**src/rtl/prog_pkg.sv**
```systemverilog
// Shared definitions for the CDEC8 front-panel programmer: FSM encodings and the default debounce length.
package prog_pkg;

  localparam logic [1:0] ST_IDLE_ENC  = 2'd0;
  localparam logic [1:0] ST_WRITE_ENC = 2'd1;
  localparam logic [1:0] ST_WAIT_ENC  = 2'd2;
  localparam logic [1:0] ST_CHECK_ENC = 2'd3;

  typedef enum logic [1:0] {
    IDLE  = ST_IDLE_ENC,
    WRITE = ST_WRITE_ENC,
    WAIT  = ST_WAIT_ENC,
    CHECK = ST_CHECK_ENC
  } state_t;

  localparam int DEBOUNCE_DEFAULT = 4;

endpackage

```
**src/rtl/strobe_debouncer.sv**
```systemverilog
// Synchronises and debounces the raw programming push-button; emits a one-cycle pulse
// on each accepted rising level.
module strobe_debouncer
  import prog_pkg::*;
#(
  parameter int DEBOUNCE = DEBOUNCE_DEFAULT
) (
  input  logic clock,
  input  logic reset,
  input  logic strobe_in,
  output logic rise
);

  localparam int CNT_W = (DEBOUNCE > 1) ? $clog2(DEBOUNCE) : 1;

  logic             sync_p0;
  logic             sync_p1;
  logic             level;
  logic [CNT_W-1:0] cnt;

  // Reset treats the button as already pressed, so a strobe held through reset
  // must first be accepted low before a new rising edge can count.
  always_ff @(posedge clock) begin
    if (reset) begin
      sync_p0 <= 1'b1;
      sync_p1 <= 1'b1;
      level   <= 1'b1;
      cnt     <= '0;
      rise    <= 1'b0;
    end else begin
      sync_p0 <= strobe_in;
      sync_p1 <= sync_p0;
      rise    <= 1'b0;
      if (sync_p1 == level) begin
        cnt <= '0;
      end else if (cnt == CNT_W'(DEBOUNCE - 1)) begin
        level <= sync_p1;
        cnt   <= '0;
        rise  <= sync_p1;
      end else begin
        cnt <= cnt + CNT_W'(1);
      end
    end
  end

endmodule

```
**src/rtl/prog_loader.sv**
```systemverilog
// CDEC8 front-panel memory programmer: debounced strobe writes switch data at an
// auto-incrementing address. Define PROG_VERIFY_EN to add read-back verification.
module prog_loader
  import prog_pkg::*;
#(
  parameter int ADDR_W   = 8,
  parameter int DATA_W   = 8,
  parameter int DEPTH    = 256,
  parameter int DEBOUNCE = DEBOUNCE_DEFAULT
) (
  input  logic              clock,
  input  logic              reset,
  input  logic              mode,
  input  logic              strobe_in,
  input  logic              cmd_set_adrs,
  input  logic [DATA_W-1:0] data_in,
  input  logic [DATA_W-1:0] mem_q,
  output logic [ADDR_W-1:0] mem_adrs,
  output logic [DATA_W-1:0] mem_data,
  output logic              mem_wr_en,
  output logic              busy,
  output logic              wrapped,
  output logic              verify_err
);

  localparam logic [ADDR_W-1:0] LAST_ADRS = ADDR_W'(DEPTH - 1);
  localparam logic [ADDR_W:0]   DEPTH_V   = (ADDR_W + 1)'(DEPTH);

  state_t            state;
  logic [ADDR_W-1:0] adrs;
  logic [ADDR_W-1:0] load_adrs;
  logic              load_ok;
  logic              mode_q;
  logic              mode_rise;
  logic              strobe_ev;

  function automatic logic [ADDR_W-1:0] step_adrs(input logic [ADDR_W-1:0] a);
    return (a == LAST_ADRS) ? '0 : a + ADDR_W'(1);
  endfunction

  strobe_debouncer #(.DEBOUNCE(DEBOUNCE)) u_debouncer (
    .clock     (clock),
    .reset     (reset),
    .strobe_in (strobe_in),
    .rise      (strobe_ev)
  );

  assign load_adrs = ADDR_W'(data_in);
  assign load_ok   = ({1'b0, load_adrs} < DEPTH_V);
  assign mode_rise = mode & ~mode_q;
  assign mem_adrs  = adrs;
  assign busy      = (state != IDLE);
  // Gated so a mode drop or reset during WRITE suppresses the pulse in that same cycle.
  assign mem_wr_en = (state == WRITE) & mode & ~reset;

`ifdef PROG_VERIFY_EN
  logic verify_err_q;
  assign verify_err = verify_err_q;
`else
  logic unused_mem_q;
  assign verify_err   = 1'b0;
  assign unused_mem_q = ^mem_q;
`endif

  always_ff @(posedge clock) begin
    if (reset) begin
      state    <= IDLE;
      adrs     <= '0;
      mem_data <= '0;
      wrapped  <= 1'b0;
      mode_q   <= 1'b0;
`ifdef PROG_VERIFY_EN
      verify_err_q <= 1'b0;
`endif
    end else begin
      mode_q <= mode;
      if (mode_rise) begin
        adrs    <= '0;
        wrapped <= 1'b0;
`ifdef PROG_VERIFY_EN
        verify_err_q <= 1'b0;
`endif
      end
      case (state)
        IDLE: begin
          // Events are taken only once program mode is settled; anything else is dropped.
          if (strobe_ev && mode && mode_q) begin
            if (cmd_set_adrs) begin
              if (load_ok) adrs <= load_adrs;
            end else begin
              mem_data <= data_in;
              state    <= WRITE;
            end
          end
        end
        WRITE: begin
          if (!mode) begin
            state <= IDLE;
          end else begin
`ifdef PROG_VERIFY_EN
            state <= WAIT;
`else
            adrs    <= step_adrs(adrs);
            wrapped <= wrapped | (adrs == LAST_ADRS);
            state   <= IDLE;
`endif
          end
        end
`ifdef PROG_VERIFY_EN
        WAIT: begin
          state <= mode ? CHECK : IDLE;
        end
        CHECK: begin
          if (mode) begin
            if (mem_q != mem_data) verify_err_q <= 1'b1;
            adrs    <= step_adrs(adrs);
            wrapped <= wrapped | (adrs == LAST_ADRS);
          end
          state <= IDLE;
        end
`endif
        default: state <= IDLE;
      endcase
    end
  end

endmodule

```
**config.mk**
```make
export PLATFORM = sky130hd
export DESIGN_NAME = prog_loader
export DESIGN_NICKNAME = d
export VERILOG_FILES = /design/src/rtl/prog_pkg.sv /design/src/rtl/strobe_debouncer.sv /design/src/rtl/prog_loader.sv
export SDC_FILE = /design/constraint.sdc
export NUM_CORES = 1
export LEC_CHECK = 0
export ABC_AREA = 1
export CAP_MARGIN = 20
export CORE_ASPECT_RATIO = 0.8
export CORE_UTILIZATION = 45
export CTS_CLUSTER_DIAMETER = 150
export CTS_CLUSTER_SIZE = 20
export DETAILED_ROUTE_END_ITERATION = 10
export PLACE_DENSITY = 0.78
export SLEW_MARGIN = 20
export SYNTH_ARGS = -nofsm -noshare
export SYNTH_HDL_FRONTEND = slang
export SYNTH_SLANG_ARGS = --single-unit
```
**constraint.sdc**
```tcl
create_clock -name clock -period 1.8 [get_ports clock]
set_clock_uncertainty 0.2 [all_clocks]
set_input_delay 0.18 -clock clock [delete_from_list [all_inputs] [get_ports clock]]
set_output_delay 0.18 -clock clock [all_outputs]
set_load 0.05 [all_outputs]
```
Word-level counts from Yosys, hierarchy flattened
Index checks and enable logic that the tools add are counted.
Word-level totals
  register bits: 25
  output and inout port bits: 20
  logic and storage cells: 43
Cells by class
  add/subtract/negate cells: 2
  eq/ne operators: 3
  muxes and demuxes: 9
  bitwise gates (word level): 10
  reduce and logical (&&, ||, !) cells: 9
Operators with widths (count)
  8-bit two-way mux: 5
  8-bit one-hot mux with 2 select lines: 1
  8-bit by 1-bit adder with 8-bit output (second input constant): 1
  8-bit == test (second input constant): 1
  1-bit inverter: 6
  3-bit OR reduction: 2
  2-bit AND reduction: 2
  1-bit AND: 3
  1-bit two-way mux: 3
  3-bit AND reduction: 1
  2-bit by 1-bit adder with 2-bit output (second input constant): 1
  2-bit == test (second input constant): 1
  1-bit logical AND: 2
  2-bit logical NOT: 1
  2-bit OR reduction: 1
  1-bit == test: 1
  1-bit bitwise OR: 1

Depth between registers and ports, before layout
Gate-level depths: netlist of the first run.
  word-level depth: 6
  depth in mapped cells: 8
  mapped depth without buffers: 8

Hierarchy
From an unflattened synthesis of the first run, not the netlist that was laid out.
Unflattened totals
  cells, all modules: 176
  area, all modules: 1258.7 um^2
Modules (own cells, without submodules)
  prog_loader: times used 1, cells an instance 154, area each 1052.3 um^2, seq. area each 380.4 um^2
  strobe_debouncer: times used 1, cells an instance 22, area each 206.4 um^2, seq. area each 120.1 um^2

Least setup slack after synthesis of the first run
No wires, ideal clock.
  path type: register to output
  from: register state[0]
  to: output mem_wr_en
  data arrival time: 2.178 ns
  slack: -0.758 ns
  stages on the path, launching flop included: 4
  path buffers: 1
  path through: dfxtp_1 -> inv_1 -> buf_2 -> nor3_1
On the way
  longest elaborated chain between the ends: 2
Ends and longest elaborated chain
  from (decl): RTL line prog_loader.sv:29  | state_t state;
  from (signal assigned): RTL line prog_loader.sv:67  | state <= IDLE;
  from (signal assigned): RTL line prog_loader.sv:92  | state <= WRITE;
  from (signal assigned): RTL line prog_loader.sv:98  | state <= IDLE;
  1-bit AND (2 in series): RTL line prog_loader.sv:54  | assign mem_wr_en = (state == WRITE) & mode & ~reset;
  to (decl): RTL line prog_loader.sv:20  | output logic mem_wr_en,
Every way passes these cells.

Final worst setup path of the first run
Same ends and word-level chain as after synthesis.

==> impl_metrics.toml, run 1 <==
[clock_network]
worst_skew_pair.late_latency_ps = 330
clkSinkCount = 25
cts_tree = "yes"
cts_buffers = 3
cts_max_level = 1
clockBufferDepth = 2
clockRootBuffer = "clkbuf_4"
clk_pin_slew_ps = 150

[worst_setup_path]
max_stage_delay_ps = 440
critical_path.endpoint_type = "output pin"
crit_chain = "clkinvlp_4 > nor3_4 > buf_12"
cp_data_required_time_ps = 1420
cp_max_fo = 7
slowest_stage = "dfxtp_4"
critPathBufInv = 2
start_kind = "flip-flop"
critical_path_class = "reg2out"
worst_ep_arrival_time_ps = 1290
critPathTopFamily = "flip-flops"

[placement]
gp_congestion = 0.808
dp_hpwl_mm = 2.33
dp.cells = 235
numPortBuffers = 31
placed_cell_area_sq_um = 1630

[logic_synthesis]
synth-edff-count = 0
netlist_area_sq_um = 1290
ys_top_cells_by_count = "nand2_1 (28), nor2_1 (26), dfxtp_1 (25), inv_1 (19), a21oi_1 (11)"
synth_area_leaders = "dfxtp_1 (39%), nand2_1 (8.2%), nor2_1 (7.6%)"
yosysTopAreaCell = "dfxtp_1"
yosys_register_bits = 25
syn_area_per_cell_sq_um = 7.66
synthArstFlopShare = 0
synth_most_common_cell = "nand2_1"
ys.flop_type = "dfxtp_1"
ys_seq_area_frac = 0.389
synthDominantCellAreaShare = 0.389
synth_cell_types = 37
syn_nets = 191
syn_inst = 168
synth_warnings = 0

[timing]
rsz0062_at_grt = "no"
setup_tns_ps = 0
finalHoldViolations = 0
period_needed_ps = 1670
drv_slew = 0
min_period_over_period = 0.927
fmax_mhz = 599
setup_viol_count_final = 0

[power_and_ir_drop]
peakVddDrop_uv = 518
total_power_mw = 0.911
leakage_nw = 0.742
power.density_nw_per_um2 = 544

[finish]
fin_util = 0.649
final_area_sq_um = 1680
final_cells = 240
num_antenna_cells = 0
syn_to_final_growth_pct = 30.2
fillers = 210
final_layout_size_suffix_gt1_frac = 0.240
nNetsFinal = 228

[detailed_routing]
ant_nets = 0
vias = 1235
avgViaCountPerCell = 5.15
wire_per_inst_microns = 12.6
drt-initial-drc-count = 38
drc = 0
wl_mm = 3.03
dr.pass1.iters = 4

[hold_path]
worstHoldPathType = "in2reg"

[floorplanning]
die_w_microns = 61.8
io_pins = 41
fp-row-count = 16
start_util = 0.499
fp.dieH_microns = 49.8
dieArea_sq_um = 3080
coreArea_sq_um = 2580

[global_route]
overflow = 0
grt_usage = 0.221
grt_max_degree = 17
grt_pass1_wl_mm = 5.07
grt_pass1_vias = 1144
antenna_found_initial = 0

[run]
drv_cap = 0

[outcome]
status = "complete, no violations"
flip-flops by register name, indices dropped and copies added (netlist names):
signal,count
mem_adrs,8
mem_data,8
wrapped,1
u_debouncer.level,1
u_debouncer.sync_p0,1
u_debouncer.cnt,2
u_debouncer.sync_p1,1
mode_q,1
u_debouncer.rise,1
state,1
final timing paths:
kind | startpoint | to | slack, ps | depth (start not counted)
worst max-delay path | state[0]$_SDFFE_PP0P_ | mem_wr_en | 130 | 3
worst min-delay path | strobe_in | u_debouncer.sync_p0$_SDFF_PP1_ | 190 | 2
worst max register to register | mem_adrs[1]$_SDFF_PP0_ | mem_adrs[3]$_SDFF_PP0_ | 250 | 8
worst min register to register | u_debouncer.cnt[0]$_SDFF_PP0_ | u_debouncer.cnt[0]$_SDFF_PP0_ | 230 | 1
layer usage:
metal  up-vias  global-route usage  routed length, microns
met5         -                   0                       0
met4         0              0.0556                      25
met3         6              0.0656                     193
met2        47               0.348                    1460
met1       565               0.293                    1350
li1        617                   -                       -
where the power goes:
part           switching, mW  total [mW]  internal (mW)
Clock                  0.185       0.276         0.0907
Sequential           0.00334       0.559          0.556
Combinational         0.0401      0.0760         0.0359
layout make-up:
cell class,instances,area (sq um),area share
flip-flops and latches,25,505,0.301
multi-input cells,117,672,0.401
clock buffers,3,22.5,0.0134
inverters,19,75.1,0.0448
well taps,36,45.0,0.0269
clock inverters,1,8.76,0.00522
repair buffers,39,348,0.207
cell families (layout without fill, tap and decap cells):
group | Yosys count | count (layout) | share of synthesized area
adder cells (fa/ha/maj) | 2 | 2 | 0.0194
buffers and inverters | 26 | 62 | 0.0981
AND/OR/NAND/NOR | 78 | 78 | 0.313
flip-flops | 25 | 25 | 0.389
AO/OA/AOI/OAI | 34 | 34 | 0.164
XOR/XNOR | 2 | 2 | 0.0136
other | 1 | 1 | 0.00291
stage by stage:
| step | hold WS (ps) | worst slack, ps |
|---|---|---|
| final | 194 | 131 |
| after global routing | 186 | 46.1 |
| after CTS | 194 | 61.5 |
| after detailed placement | 211 | 4.85 |
| after global placement | 192 | 87.8 |
| after floorplan | 57.1 | 6.37 |
cells in the final DEF, fill, tap and decap left out:
cell,instances
nand4_4,1
clkdlybuf4s50_1,12
o211ai_2,1
nand2_1,28
nand4_1,1
a21oi_1,11
o21ai_0,8
nand3_4,1
conb_1,1
o21bai_1,3
xor2_1,2
nor4_1,1
a211oi_1,1
nand3_1,8
dfxtp_2,1
o21ai_1,1
o31ai_1,1
a31oi_1,1
or2_2,2
dfxtp_1,23
nor3_4,2
inv_6,1
o211ai_1,5
dfxtp_4,1
clkbuf_4,3
nand2_2,1
nor3b_1,1
buf_4,25
nor2_1,26
nor2_4,2
clkinvlp_4,1
nand2_4,2
ha_1,2
buf_12,2
or2_0,1
a21oi_2,1
nand3_2,1
inv_1,18
o21ai_2,1
what timing repair did:
action,in CTS,in global routing
buffers inserted,1,0
endpoints found under the setup margin,1,1
hold buffers,0,0
gates resized for setup,1,1
(Power assumes the default switching activity.)
==> inputs of run 2 (changes only) <==
Settings changed: CORE_UTILIZATION 45 to 49, PLACE_DENSITY 0.78 to 0.84.
Clock period 1.8 ns to 2.1 ns, I/O delays scaled along.
==> run 2 against run 1 <==
  * Sequential power down 14%
  * Sequential cell count stayed put
  * Clock power down 14%
  * Register-to-register slack better by 240 ps
  * Wire length fell by 1.5%
  * First-iteration DRC count rose by 13%
  * Critical path depth fell by 2
  * Critical endpoint is now mem_adrs[3]
==> impl_metrics.toml, run 2 (same netlist as run 1, synthesis figures left out) <==
[floorplanning]
start_util = 0.523
die_w_microns = 59.3
fp.dieH_microns = 47.8
fp-row-count = 16
dieArea_sq_um = 2840
io_pins = 41
coreArea_sq_um = 2460

[timing]
max_slew_margin = 0.662
period_needed_ps = 2030
rsz0062_at_grt = "no"
setup_viol_count_final = 0
min_period_over_period = 0.968
tightest_slew_ps = 505
drv_slew = 0
setup_tns_ps = 0
finalHoldViolations = 0
fmax_mhz = 492

[clock_network]
clk_pin_slew_ps = 150
clockRootBuffer = "clkbuf_4"
cts_max_level = 1
cts_tree = "yes"
clockBufferDepth = 2
clkSinkCount = 25
holdBufCountCts = 0
worst_skew_pair.late_latency_ps = 330
cts_buffers = 3

[global_route]
grt_pass1_wl_mm = 4.70
antenna_found_initial = 0
grt_pass1_vias = 1075
grt_max_degree = 17
grt_usage = 0.224
overflow = 0

[finish]
nNetsFinal = 223
fin_util = 0.675
num_antenna_cells = 0
final_cell_mix = "nand2_1 (28), clkdlybuf4s50_1 (27), nor2_1 (26), dfxtp_1 (25), inv_1 (19)"
final_common_cell = "nand2_1"
final_layout_size_suffix_gt1_frac = 0.116
syn_to_final_growth_pct = 29.2

[worst_setup_path]
max_stage_delay_ps = 840
critical_path_class = "reg2out"
worst_ep_arrival_time_ps = 1620
cp_data_required_time_ps = 1690
start_kind = "flip-flop"
slowest_stage = "clkdlybuf4s50_1"
cp_max_fo = 6
crit_chain = "clkdlybuf4s50_1"
critical_path.endpoint_type = "output pin"
path_depth = 1
critPathBufInv = 1
critPathTopFamily = "buffers and inverters"
r2r_cells = 7

[detailed_routing]
drt-initial-drc-count = 43
ant_nets = 0
wl_mm = 2.99
vias = 1184
dr.pass1.iters = 4
drc = 0
avgViaCountPerCell = 5.04
wire_per_inst_microns = 12.7

[placement]
numPortBuffers = 31
dp_hpwl_mm = 2.23
gp_congestion = 0.838

[power_and_ir_drop]
total_power_mw = 0.778
seqPwrFrac = 0.618
swShare = 0.251
clockPowerShare = 0.303
peakVddDrop_uv = 531
p_sw_mw = 0.196
p_comb_frac = 0.078
p_int_mw = 0.583
power.density_nw_per_um2 = 468
leakage_nw = 0.705

[run]
drv_cap = 0

[hold_path]
min_delay_path_depth = 1
worstHoldPathType = "reg2reg"

[outcome]
status = "complete, no violations"
run 2: power groups by stage:
stage	Combinational (mW)	Sequential, mW	Clock (mW)
2_1_floorplan	0.0283	0.491	0
4_1_cts	0.0605	0.481	0.242
3_3_place_gp	0.0588	0.491	0
5_1_grt	0.0650	0.482	0.261
6_report	0.0610	0.481	0.236
3_5_place_dp	0.0604	0.491	0
run 2: per-layer routing:
layer	global-route usage	wire (microns)	vias to the layer above
met5	0	0	-
met4	0.0571	0	0
met3	0.0595	120	0
met2	0.373	1430	34
met1	0.294	1430	538
li1	-	-	612
run 2: per-stage QoR:
stage          hold slack (ps)  area, sq um  setup slack [ps]  cells
6_report                   241         1660              66.4    235
5_1_grt                    251         1660              5.65    235
4_1_cts                    243         1660              26.7    235
3_5_place_dp               198         1630               108    231
3_3_place_gp               193         1630               143    231
2_1_floorplan             87.1         1300               132    168
run 2: worst paths after layout:
path,from,endpoint,slack (ps)
hold / removal,u_debouncer.cnt[0]$_SDFF_PP0_,u_debouncer.cnt[0]$_SDFF_PP0_,240
hold reg to reg,u_debouncer.cnt[0]$_SDFF_PP0_,u_debouncer.cnt[0]$_SDFF_PP0_,240
setup / recovery,mem_adrs[3]$_SDFF_PP0_,mem_adrs[3],70
setup reg to reg,mem_adrs[0]$_SDFF_PP0_,mem_adrs[6]$_SDFF_PP0_,490
run 2: cell type report:
cell class              instances  area (sq um)
clock buffers                   3          22.5
flip-flops and latches         25           500
repair buffers                 34           343
fillers                       212           800
inverters                      19          71.3
multi-input cells             117           672
clock inverters                 1          8.76
well taps                      36          45.0
run 2: what timing repair did:
action                                  4_1_cts  5_1_grt
cloned                                        0        0
endpoints found under the setup margin        2        1
gates resized for setup                       2        1
setup buffers                                 0        0
